<file path="src/rtl/toggle_rate_monitor_pkg.sv">
// Shared definitions for the toggle-rate monitor.
// The WINDOW/SETTLE defaults match the toggle generator's 100-cycle
// period, and the rate width bounds both the count and the tolerance.
package toggle_rate_monitor_pkg;

  localparam int unsigned RATE_W     = 7;
  localparam int unsigned DEF_WINDOW = 100;
  localparam int unsigned DEF_SETTLE = 64;

  typedef logic [RATE_W-1:0] rate_t;

  typedef enum logic [1:0] {
    ST_IDLE    = 2'd0,
    ST_SETTLE  = 2'd1,
    ST_MEASURE = 2'd2,
    ST_REPORT  = 2'd3
  } state_t;

endpackage

</file>
<file path="src/rtl/toggle_rate_monitor_rate_compare.sv">
// rate_compare: checks a measured transition count against an expected
// rate with an absolute tolerance.
// Ports:
//   count    - measured transitions in the window
//   exp_rate - expected transitions in the window
//   tol      - allowed absolute deviation
//   pass     - 1 when |count - exp_rate| <= tol
module rate_compare
  import toggle_rate_monitor_pkg::*;
(
  input  logic [RATE_W-1:0] count,
  input  logic [RATE_W-1:0] exp_rate,
  input  logic [RATE_W-1:0] tol,
  output logic              pass
);

  // One bit wider than the operands; the larger operand is always the
  // minuend, so the difference never wraps.
  logic [RATE_W:0] diff;

  always_comb begin
    if (count >= exp_rate) begin
      diff = {1'b0, count} - {1'b0, exp_rate};
    end else begin
      diff = {1'b0, exp_rate} - {1'b0, count};
    end
    pass = (diff <= {1'b0, tol});
  end

endmodule

</file>
<file path="src/rtl/toggle_rate_monitor.sv">
// toggle_rate_monitor: counts transitions of sample_i over fixed windows
// and reports whether the count is within tol of exp_rate.
// Ports:
//   clk, rst   - rising-edge clock, synchronous active-high reset
//   en         - monitor enable level
//   sample_i   - observed activity stream
//   exp_rate   - expected transitions per window (latched per window)
//   tol        - allowed absolute deviation (latched per window)
//   clr_err    - pulse clearing err_sticky
//   meas_rate  - transition count of the last completed window
//   meas_valid - one-cycle pulse for a new meas_rate/pass result
//   pass       - result of the last completed window
//   err_sticky - set by any failing window until cleared
//   win_cnt    - completed window count (saturating)
//   busy       - high whenever the FSM is not idle
module toggle_rate_monitor
  import toggle_rate_monitor_pkg::*;
#(
  parameter int unsigned WINDOW = DEF_WINDOW,
  parameter int unsigned SETTLE = DEF_SETTLE,
  parameter int unsigned CNT_W  = 16
) (
  input  logic              clk,
  input  logic              rst,
  input  logic              en,
  input  logic              sample_i,
  input  logic [RATE_W-1:0] exp_rate,
  input  logic [RATE_W-1:0] tol,
  input  logic              clr_err,
  output logic [RATE_W-1:0] meas_rate,
  output logic              meas_valid,
  output logic              pass,
  output logic              err_sticky,
  output logic [CNT_W-1:0]  win_cnt,
  output logic              busy
);

  localparam logic [7:0]        SET_LAST = 8'(SETTLE - 1);
  localparam logic [RATE_W-1:0] WIN_LAST = RATE_W'(WINDOW - 1);

  state_t            state;
  state_t            state_nx;
  logic              s1;
  logic              s2;
  logic              trans;
  logic [7:0]        set_cnt;
  logic [RATE_W-1:0] cyc_cnt;
  logic [RATE_W-1:0] tcnt;
  logic [RATE_W-1:0] exp_q;
  logic [RATE_W-1:0] tol_q;
  logic              cmp_pass;
  logic              enter_measure;

  assign trans         = s1 ^ s2;
  assign busy          = (state != ST_IDLE);
  assign enter_measure = (state_nx == ST_MEASURE) && (state != ST_MEASURE);

  rate_compare u_cmp (
    .count    (tcnt),
    .exp_rate (exp_q),
    .tol      (tol_q),
    .pass     (cmp_pass)
  );

  always_ff @(posedge clk) begin
    if (rst) begin
      state <= ST_IDLE;
    end else begin
      state <= state_nx;
    end
  end

  always_comb begin
    state_nx = state;
    case (state)
      ST_IDLE: begin
        if (en) state_nx = ST_SETTLE;
      end
      ST_SETTLE: begin
        if (!en)                      state_nx = ST_IDLE;
        else if (set_cnt == SET_LAST) state_nx = ST_MEASURE;
      end
      ST_MEASURE: begin
        if (!en)                      state_nx = ST_IDLE;
        else if (cyc_cnt == WIN_LAST) state_nx = ST_REPORT;
      end
      ST_REPORT: begin
        state_nx = en ? ST_MEASURE : ST_IDLE;
      end
      default: state_nx = ST_IDLE;
    endcase
  end

  always_ff @(posedge clk) begin
    if (rst) begin
      s1         <= 1'b0;
      s2         <= 1'b0;
      set_cnt    <= '0;
      cyc_cnt    <= '0;
      tcnt       <= '0;
      exp_q      <= '0;
      tol_q      <= '0;
      meas_rate  <= '0;
      meas_valid <= 1'b0;
      pass       <= 1'b0;
      err_sticky <= 1'b0;
      win_cnt    <= '0;
    end else begin
      s1         <= sample_i;
      s2         <= s1;
      meas_valid <= 1'b0;

      if (state == ST_SETTLE) begin
        set_cnt <= set_cnt + 8'd1;
      end else begin
        set_cnt <= '0;
      end

      // Counters clear on the edge that enters MEASURE, so every MEASURE
      // cycle (first through last) contributes its transition flag.
      if (enter_measure) begin
        cyc_cnt <= '0;
        tcnt    <= '0;
        exp_q   <= exp_rate;
        tol_q   <= tol;
      end else if (state == ST_MEASURE) begin
        cyc_cnt <= cyc_cnt + 1'b1;
        if (trans && (tcnt != '1)) tcnt <= tcnt + 1'b1;
      end

      // Results register during REPORT so they appear one cycle later,
      // independent of en, so a report in flight is always delivered.
      if (state == ST_REPORT) begin
        meas_valid <= 1'b1;
        meas_rate  <= tcnt;
        pass       <= cmp_pass;
        if (win_cnt != '1) win_cnt <= win_cnt + 1'b1;
      end

      // A failing report beats a coincident clear.
      if ((state == ST_REPORT) && !cmp_pass) begin
        err_sticky <= 1'b1;
      end else if (clr_err) begin
        err_sticky <= 1'b0;
      end
    end
  end

endmodule

</file>
<file path="config.mk">
export PLATFORM = sky130hd
export DESIGN_NAME = toggle_rate_monitor
export DESIGN_NICKNAME = d
export VERILOG_FILES = /design/src/rtl/toggle_rate_monitor_pkg.sv /design/src/rtl/toggle_rate_monitor_rate_compare.sv /design/src/rtl/toggle_rate_monitor.sv
export SDC_FILE = /design/constraint.sdc
export NUM_CORES = 1
export LEC_CHECK = 0
export BUFFER_PORTS_ARGS = -buffer_cell sky130_fd_sc_hd__buf_2
export CAP_MARGIN = 5
export CORE_MARGIN = 4
export CORE_UTILIZATION = 35
export CTS_CLUSTER_DIAMETER = 60
export DETAILED_ROUTE_END_ITERATION = 8
export PLACE_DENSITY = 0.64
export SETUP_SLACK_MARGIN = 0.05
export SYNTH_ARGS = -nofsm -noshare
export SYNTH_HDL_FRONTEND = slang
export SYNTH_SLANG_ARGS = --single-unit
</file>
<file path="constraint.sdc">
create_clock -name clk -period 10.51 [get_ports clk]
set_clock_uncertainty 0.15 [all_clocks]
set_input_delay 1.5765 -clock clk [delete_from_list [all_inputs] [get_ports clk]]
set_output_delay 1.5765 -clock clk [all_outputs]
set_load 0.02 [all_outputs]
</file>
==> results of run 1 <==
[cells in the mapped netlist, drive strengths merged (8+ instances only)]
cell,instances,share of area
nand4,9,0.016
clkbuf,9,0.0098
dfxtp,66,0.38
a21o,8,0.017
xnor2,16,0.041
a21oi,21,0.033
ha,25,0.091
inv,28,0.030
nor2,59,0.065
xor2,18,0.046
nand3,13,0.019
mux2i,18,0.052
nand2,33,0.036
[worst min-delay path by stage]
stage	slack, ns	to	start
finish	0.31	set_cnt[0]	set_cnt[0]
CTS	0.32	meas_rate[1]	meas_rate[1]
global route	0.34	meas_rate[1]	meas_rate[1]
detailed placement	0.30	set_cnt[0]	set_cnt[0]
floorplan	0.28	set_cnt[0]	set_cnt[0]
global placement	0.29	meas_rate[4]	meas_rate[4]
[state kept, by name, indices dropped and copies added, names as in the netlist, 2 cells and up]
register,cells
exp_q,7
state,2
tol_q,7
meas_rate,7
tcnt,7
set_cnt,8
win_cnt,16
cyc_cnt,7
[layer usage]
metal / track usage / routed length, um / vias up
li1: - / - / 1397
met1: 0.182 / 3600 / 1282
met2: 0.228 / 3440 / 47
met3: 0.0450 / 369 / 6
met4: 0.0374 / 80 / 0
met5: 0 / 0 / -
[worst max-delay path: stages (launching register included)]
cell and delay [ns]:
sky130_fd_sc_hd__dfxtp_1 0.46, sky130_fd_sc_hd__inv_1 0.08, sky130_fd_sc_hd__ha_1 0.43, sky130_fd_sc_hd__a21oi_2 0.21, sky130_fd_sc_hd__a21oi_2 0.10, sky130_fd_sc_hd__nor3_4 0.43
sky130_fd_sc_hd__mux2_2 0.42, sky130_fd_sc_hd__a2111oi_2 0.38, sky130_fd_sc_hd__a311oi_2 0.09, sky130_fd_sc_hd__ha_1 0.31, sky130_fd_sc_hd__and4_1 0.22, sky130_fd_sc_hd__a221oi_1 0.28
sky130_fd_sc_hd__o21ai_0 0.15, sky130_fd_sc_hd__a31oi_1 0.21, sky130_fd_sc_hd__a31o_2 0.18
[report_power, final]
group	leakage (nW)	internal, mW	total (mW)	switching [mW]
Clock	0.0945	0.110	0.210	0.0993
Sequential	0.532	0.251	0.251	0.000742
Combinational	0.925	0.00382	0.00960	0.00578
[cell families after synthesis]
| logic type | count (synthesis) | share of synthesized area |
|---|---|---|
| AND/OR/NAND/NOR | 145 | 0.201 |
| flip-flops | 66 | 0.383 |
| AO/OA/AOI/OAI | 52 | 0.106 |
| buffers and inverters | 43 | 0.0558 |
| XOR/XNOR | 34 | 0.0863 |
| adder cells (fa/ha/maj) | 27 | 0.102 |
| multiplexers | 22 | 0.0663 |
[layout make-up]
type / instances / area, um2
clock buffer: 12 / 135
clock inverter: 4 / 52.6
fill: 966 / 5480
inverter: 28 / 105
multi-input combinational: 280 / 1940
sequential: 66 / 1320
tap: 129 / 161
timing repair buffer: 45 / 225
[metrics by stage]
step / utilization / hold WS, ns
CTS: 0.418 / 0.316
finish: 0.418 / 0.312
detailed placement: 0.398 / 0.298
global route: 0.418 / 0.337
floorplan: - / 0.276
global placement: 0.398 / 0.292
==> summary by stage, run 1 <==
Timing
The worst pin sits at a relative slew slack of 0.421. The final count of hold timing violations was 0. The maximum clock frequency is between 200 and 250 MHz.

Setup repair after global routing left no endpoint under its margin. The max-slew violation total from the final report came to 0. The post-route worst setup slack is ~6.4 ns. The period utilization is 0.395. The final setup TNS is 0 ns. Setup violations remaining at the end of the flow were counted as 0. The transition at the pin with the smallest max-transition slack is 0.868 ns.

The worst path in the final design needs a cycle of 4.15 ns, including I/O delays and setup.

Critical path
The start of the worst register-to-register path is tcnt[3]. The number of cells on the worst reg-to-reg path is 14. The critical path starts at tcnt[3]. In this run the worst path has a maximum fanout of 9. The most critical setup path has its endpoint at pass. The kind of critical path is flop to flop. The worst endpoint data arrival time is around 4.3 ns. The endpoint class of the critical path is a flop. STA classifies the critical path startpoint as a flop. The worst flop-to-flop path endpoint is pass. The worst endpoint required time is roughly 11 ns. The setup check on the worst reg-to-reg path leaves a slack of approximately 6.4 ns.

Worst hold path
The min-delay analysis places its worst path in the category flop to flop. Along the worst hold path, the cell count comes to 1.

Cells and area
The repair_antennas step left the layout with diodes totalling 0. The fraction of final layout cells sized beyond drive strength 1 is 0.172. The most common library cell in the layout ignoring fill and taps is sky130_fd_sc_hd__dfxtp_1. From synthesis to final layout, the design area changed by 14.1%. The top cell types in the final layout, fill and taps aside, are sky130_fd_sc_hd__dfxtp_1 (66), sky130_fd_sc_hd__nor2_1 (58), sky130_fd_sc_hd__buf_2 (45).

The non-filler instance count after layout is roughly 560. The final layout net count is 476. With fillers left out, the area of the finished cells amounts to 3940 um2.

Yosys
The number of enable-type register cells in the synthesized netlist is 0. The post-synth net total is 435. The post-synthesis instance area is about 3500 um2. Averaged over all synthesized cells, the footprint is 8.87 um2.

The synthesized instance count is between 300 and 400. The fraction of synthesis flops using an asynchronous set or reset pin is 0. The number of different library cells used by synthesis comes to a little under 50. Of the synthesized area, sequential elements account for 0.383. The most used flip-flop cell after synthesis is sky130_fd_sc_hd__dfxtp_1. For this run, the number of Yosys warnings is 0. The number of storage elements in the synthesis netlist is between 60 and 70.

CTS
The worst-skew pair later-pin latency is between 0.3 and 0.4 ns. Buffers inserted during clock tree synthesis total 9. The CTS clock-pin slew for the worst setup and hold paths is approximately 0.080 ns.

The number of gates resized after CTS was 0. The maximum buffer depth of the clock tree is 2. Buffers inserted to repair hold after CTS numbered 0.

The cell at the root of the clock tree is sky130_fd_sc_hd__clkbuf_8. The CTS tree is done. The H-tree depth reported by CTS is 3. Once the clock tree was built, the setup fixing pass inserted 0 buffers. The clock sink count is 66.

Die
The initial utilization of the core area, before any placement, comes to 0.367. The floorplan die width is about 110 um. The floorplan step defined a die boundary enclosing about 12000 um2. The area of the core is between 9000 and 10000 um2. The die is around 110 um tall.

The number of ports placed on the die boundary is 46. The number of placement rows is 35.

Place
Routability-driven placement finished with a final weighted congestion of 0.857. The worst setup slack after placement is between 6 and 7 ns. The quantity of I/O buffers inserted on ports is 45. The half-perimeter wire length after detailed placement is 5.42 mm.

In this run the cell area measured after placement is around 3700 um2. The post-placement cell count is 548.

Job
The total of max-cap violations is 0.

Drt
After detailed routing, the number of remaining DRC violations is 0. The routed layout has 2732 vias. The routed via count divided by cell count is ~4.8. The violation count after the first detailed-route iteration is 100. The number of optimization iterations in the first detailed-route pass is 4. Once detail routing completed, the nets flagged for antenna violations numbered 0. The routed design has about 7.5 mm of wire. Dividing the detail-routed wire length by the instance count gives 13.3 um.

Power
For this design the ratio of total power to cell area is 120 nW/um2. The design draws ~0.47 mW. The worst supply voltage drop on vdd is 0.0571 mV. The static leakage power is between 1.5 and 2 nW.

Global routing
For this run, the total global-route usage over all layers was measured as 0.141. The number of global-route vias before repair is 2801. The overflow left after global routing is 0. The initial antenna violation count is 0.

Entering global routing, the biggest net connects 46 pins. The global-route wire length before repair is about 13 mm.

Status
The flow ran to the end, and the final reports show no timing, DRC or antenna violations.
Power figures use the tool's default switching activity.
==> run 2: changes to the inputs <==
PLACE_DENSITY = 0.66   (was 0.64)
clock period = 3.8 ns   (was 10.51 ns; I/O delays follow)
==> run 2 against run 1 <==
  * First-iteration DRC count rose by 13%
  * Combinational power rose to 2.7 times the previous value
  * Die area did not move
  * Sequential power rose to 2.8 times the previous value
  * Non-clock buffer count rose by 16
  * Final cell count rose by 2.8%
  * Critical path depth rose by 2
  * Setup slack got worse by 6.2 ns
  * Sequential cell count did not move
  * Critical path type unchanged
  * Critical endpoint is now err_sticky
  * Largest cell class unchanged
==> summary by stage, run 2 (same netlist as run 1, synthesis figures left out) <==
Job
The total of max-cap violations is 0.

Drt
In the final routed layout, each cell accounts on average for approximately 13 um. In the routed design, unresolved DRC markers number 0. The number of nets with antenna violations after routing is 0. The final route contains around 2800 vias. The first routing iteration left 113 violations.

The total wirelength of the detailed-routed design is about 7.5 mm. Dividing the detail-routed via count by the number of cells gives roughly 4.8. The pre-antenna-repair detailed-routing pass consisted of 5 iterations.

Cells and area
The fraction of the core area covered by cells at the end of the flow is 0.437. Leaving out fill and tap cells, the most frequent cell in the layout is sky130_fd_sc_hd__dfxtp_1. Relative to the synthesized area, the layout overhead comes to 19.2%. The repair_antennas step left the layout with diodes totalling 0. Summing all non-filler instances in the final layout gives an area of around 4100 um2. The library cells used most frequently in the layout, excluding fill and tap cells, are sky130_fd_sc_hd__dfxtp_1 (63), sky130_fd_sc_hd__nor2_1 (58), sky130_fd_sc_hd__buf_2 (45). In the final layout, the registers with the most flip-flops are win_cnt: 16 flops, set_cnt: 8 flops. Counting flops per register, the top entry is win_cnt.

The register with the most flip-flops in the layout has 16 of them. The final layout net count is between 400 and 500. Of the cells placed in the final design, the portion with a size suffix greater than 1 is 0.237.

Critical path
The endpoint class of the critical path is a flop. The master of the slowest instance on the critical path is sky130_fd_sc_hd__fa_2. For the worst setup path, the data arrival time is 3.69 ns. The largest stage delay on the critical path is around 0.38 ns. The peak fanout along the critical path is 4.

For the worst setup path, the data required time is around 3.9 ns. The buffer and inverter count on the worst path is 2. The launching element type of the critical path is a flop. Traced cell by cell, the critical path runs through inv_2, ha_4, inv_2, fa_2, nand3_4, a21oi_4, nor3_4, mux2_4, mux2_4, a311oi_2, ha_1, and4_4, a221oi_2, o21ai_1, a31oi_1, a31oi_1. The kind of critical path is flop to flop.

Broken down by cell family, the worst path's largest delay share belongs to compound AO/OA/AOI/OAI gates.

Timing
Measured against its own limit, the worst slew margin works out to 0.450. The max-slew violation total from the final report is 0. Setup repair after global routing could not meet its margin everywhere. The final count of hold timing violations is 0. The count of final setup violators is 0.

The maximum clock frequency is roughly 280 MHz. The period utilization is 0.953. For the finished layout, the period the worst path requires is 3.62 ns. The worst hold slack is slightly below 0.3 ns. The transition at the pin with the smallest max-transition slack is ~0.82 ns.

CTS
The maximum buffer depth of the clock tree is 2. Clock tree synthesis inserted a total of 9 buffers. The CTS tree is done. The CTS clock-pin slew for the worst setup and hold paths is around 0.08 ns. The H-tree was split into 3 levels. The tree built by TritonCTS fans out to between 60 and 70 sinks.

The cell sitting at the root of the clock tree is a sky130_fd_sc_hd__clkbuf_8. The worst-skew pair later-pin latency is around 0.35 ns.

Power
VDD sags by at most between 0.2 and 0.25 mV. Of the total power, registers draw 0.560. The internal power is between 0.9 and 1 mW. The design draws approximately 1.2 mW.

Dividing total power by cell area gives a power density of 302 nW/um2. The proportion of total power due to net switching is 0.242. The share of total power dissipated in combinational logic is 0.021. The share of total power dissipated in the clock network is 0.419. For this design the static power due to leakage is approximately 1.6 nW. In this run the power spent charging and discharging nets is 0.300 mW.

Worst hold path
The tightest min-delay check is of the input pin to flop type.

Die
The area of the die is roughly 12000 um2. The floorplan step set the die width to ~110 um. The area of the core is around 9400 um2.

In this run the vertical extent of the chip is 107 um. The initial cell density of the core is 0.367. The number of ports placed on the die boundary is 46. The number of placement rows is 35.

Status
The run finished with clean final reports.

Place
The HPWL after detailed placement is 5.38 mm. Routability-driven placement finished with a final weighted congestion of ~0.85. The quantity of I/O buffers inserted on ports is 45.

The area after detailed placement is around 3800 um2.

Global routing
The initial antenna violation count is 0. The global-route wire length before repair is ~12 mm. The total routing usage reported by global routing is 0.133. The overflow left after global routing is 0. The maximum number of pins on one net before global-route repair is 46.

The number of global-route vias before repair is around 2700.
run 2: path summary, 6_finish.rpt:
kind,start,to,slack (ns),cells past startpoint
hold reg to reg,meas_rate[6],meas_rate[6],0.31,2
hold / removal,sample_i,s1,0.30,2
setup reg to reg,tcnt[0],err_sticky,0.18,16
setup / recovery,tcnt[0],err_sticky,0.18,16
run 2: per-layer routing:
metal	GRT usage	vias to the layer above	wire length, um
li1	-	1430	-
met1	0.173	1279	3530
met2	0.214	45	3540
met3	0.0390	10	352
met4	0.0402	0	88
met5	0	-	0
run 2: what timing repair did:
action / in CTS / in global routing
hold buffers: 0 / 0
pin swaps: 1 / 13
setup endpoints to repair: 2 / 2
buffers inserted: 1 / 2
gates resized for setup: 3 / 17
run 2: per-stage QoR:
step | TNS, ns | instances | setup slack (ns)
6_report | 0 | 580 | 0.178
3_3_place_gp | 0 | 561 | 0.131
3_5_place_dp | 0 | 561 | 0.00279
2_1_floorplan | 0 | 389 | 0.0774
5_1_grt | -0.0308 | 580 | -0.0192
4_1_cts | 0 | 578 | 0.0535
run 2: cell type report:
type,instances,area (um2)
clock buffer,10,128
clock inverter,6,42.5
fill,936,5300
inverter,28,105
multi-input combinational,280,2010
sequential,66,1330
tap,129,161
timing repair buffer,61,345
run 2: power groups by stage:
| stage | logic [mW] | clock network (mW) | registers [mW] |
|---|---|---|---|
| 2_1_floorplan | 0.0150 | 0 | 0.711 |
| 3_3_place_gp | 0.0262 | 0 | 0.711 |
| 3_5_place_dp | 0.0266 | 0 | 0.711 |
| 4_1_cts | 0.0268 | 0.536 | 0.695 |
| 5_1_grt | 0.0297 | 0.568 | 0.695 |
| 6_report | 0.0263 | 0.520 | 0.695 |
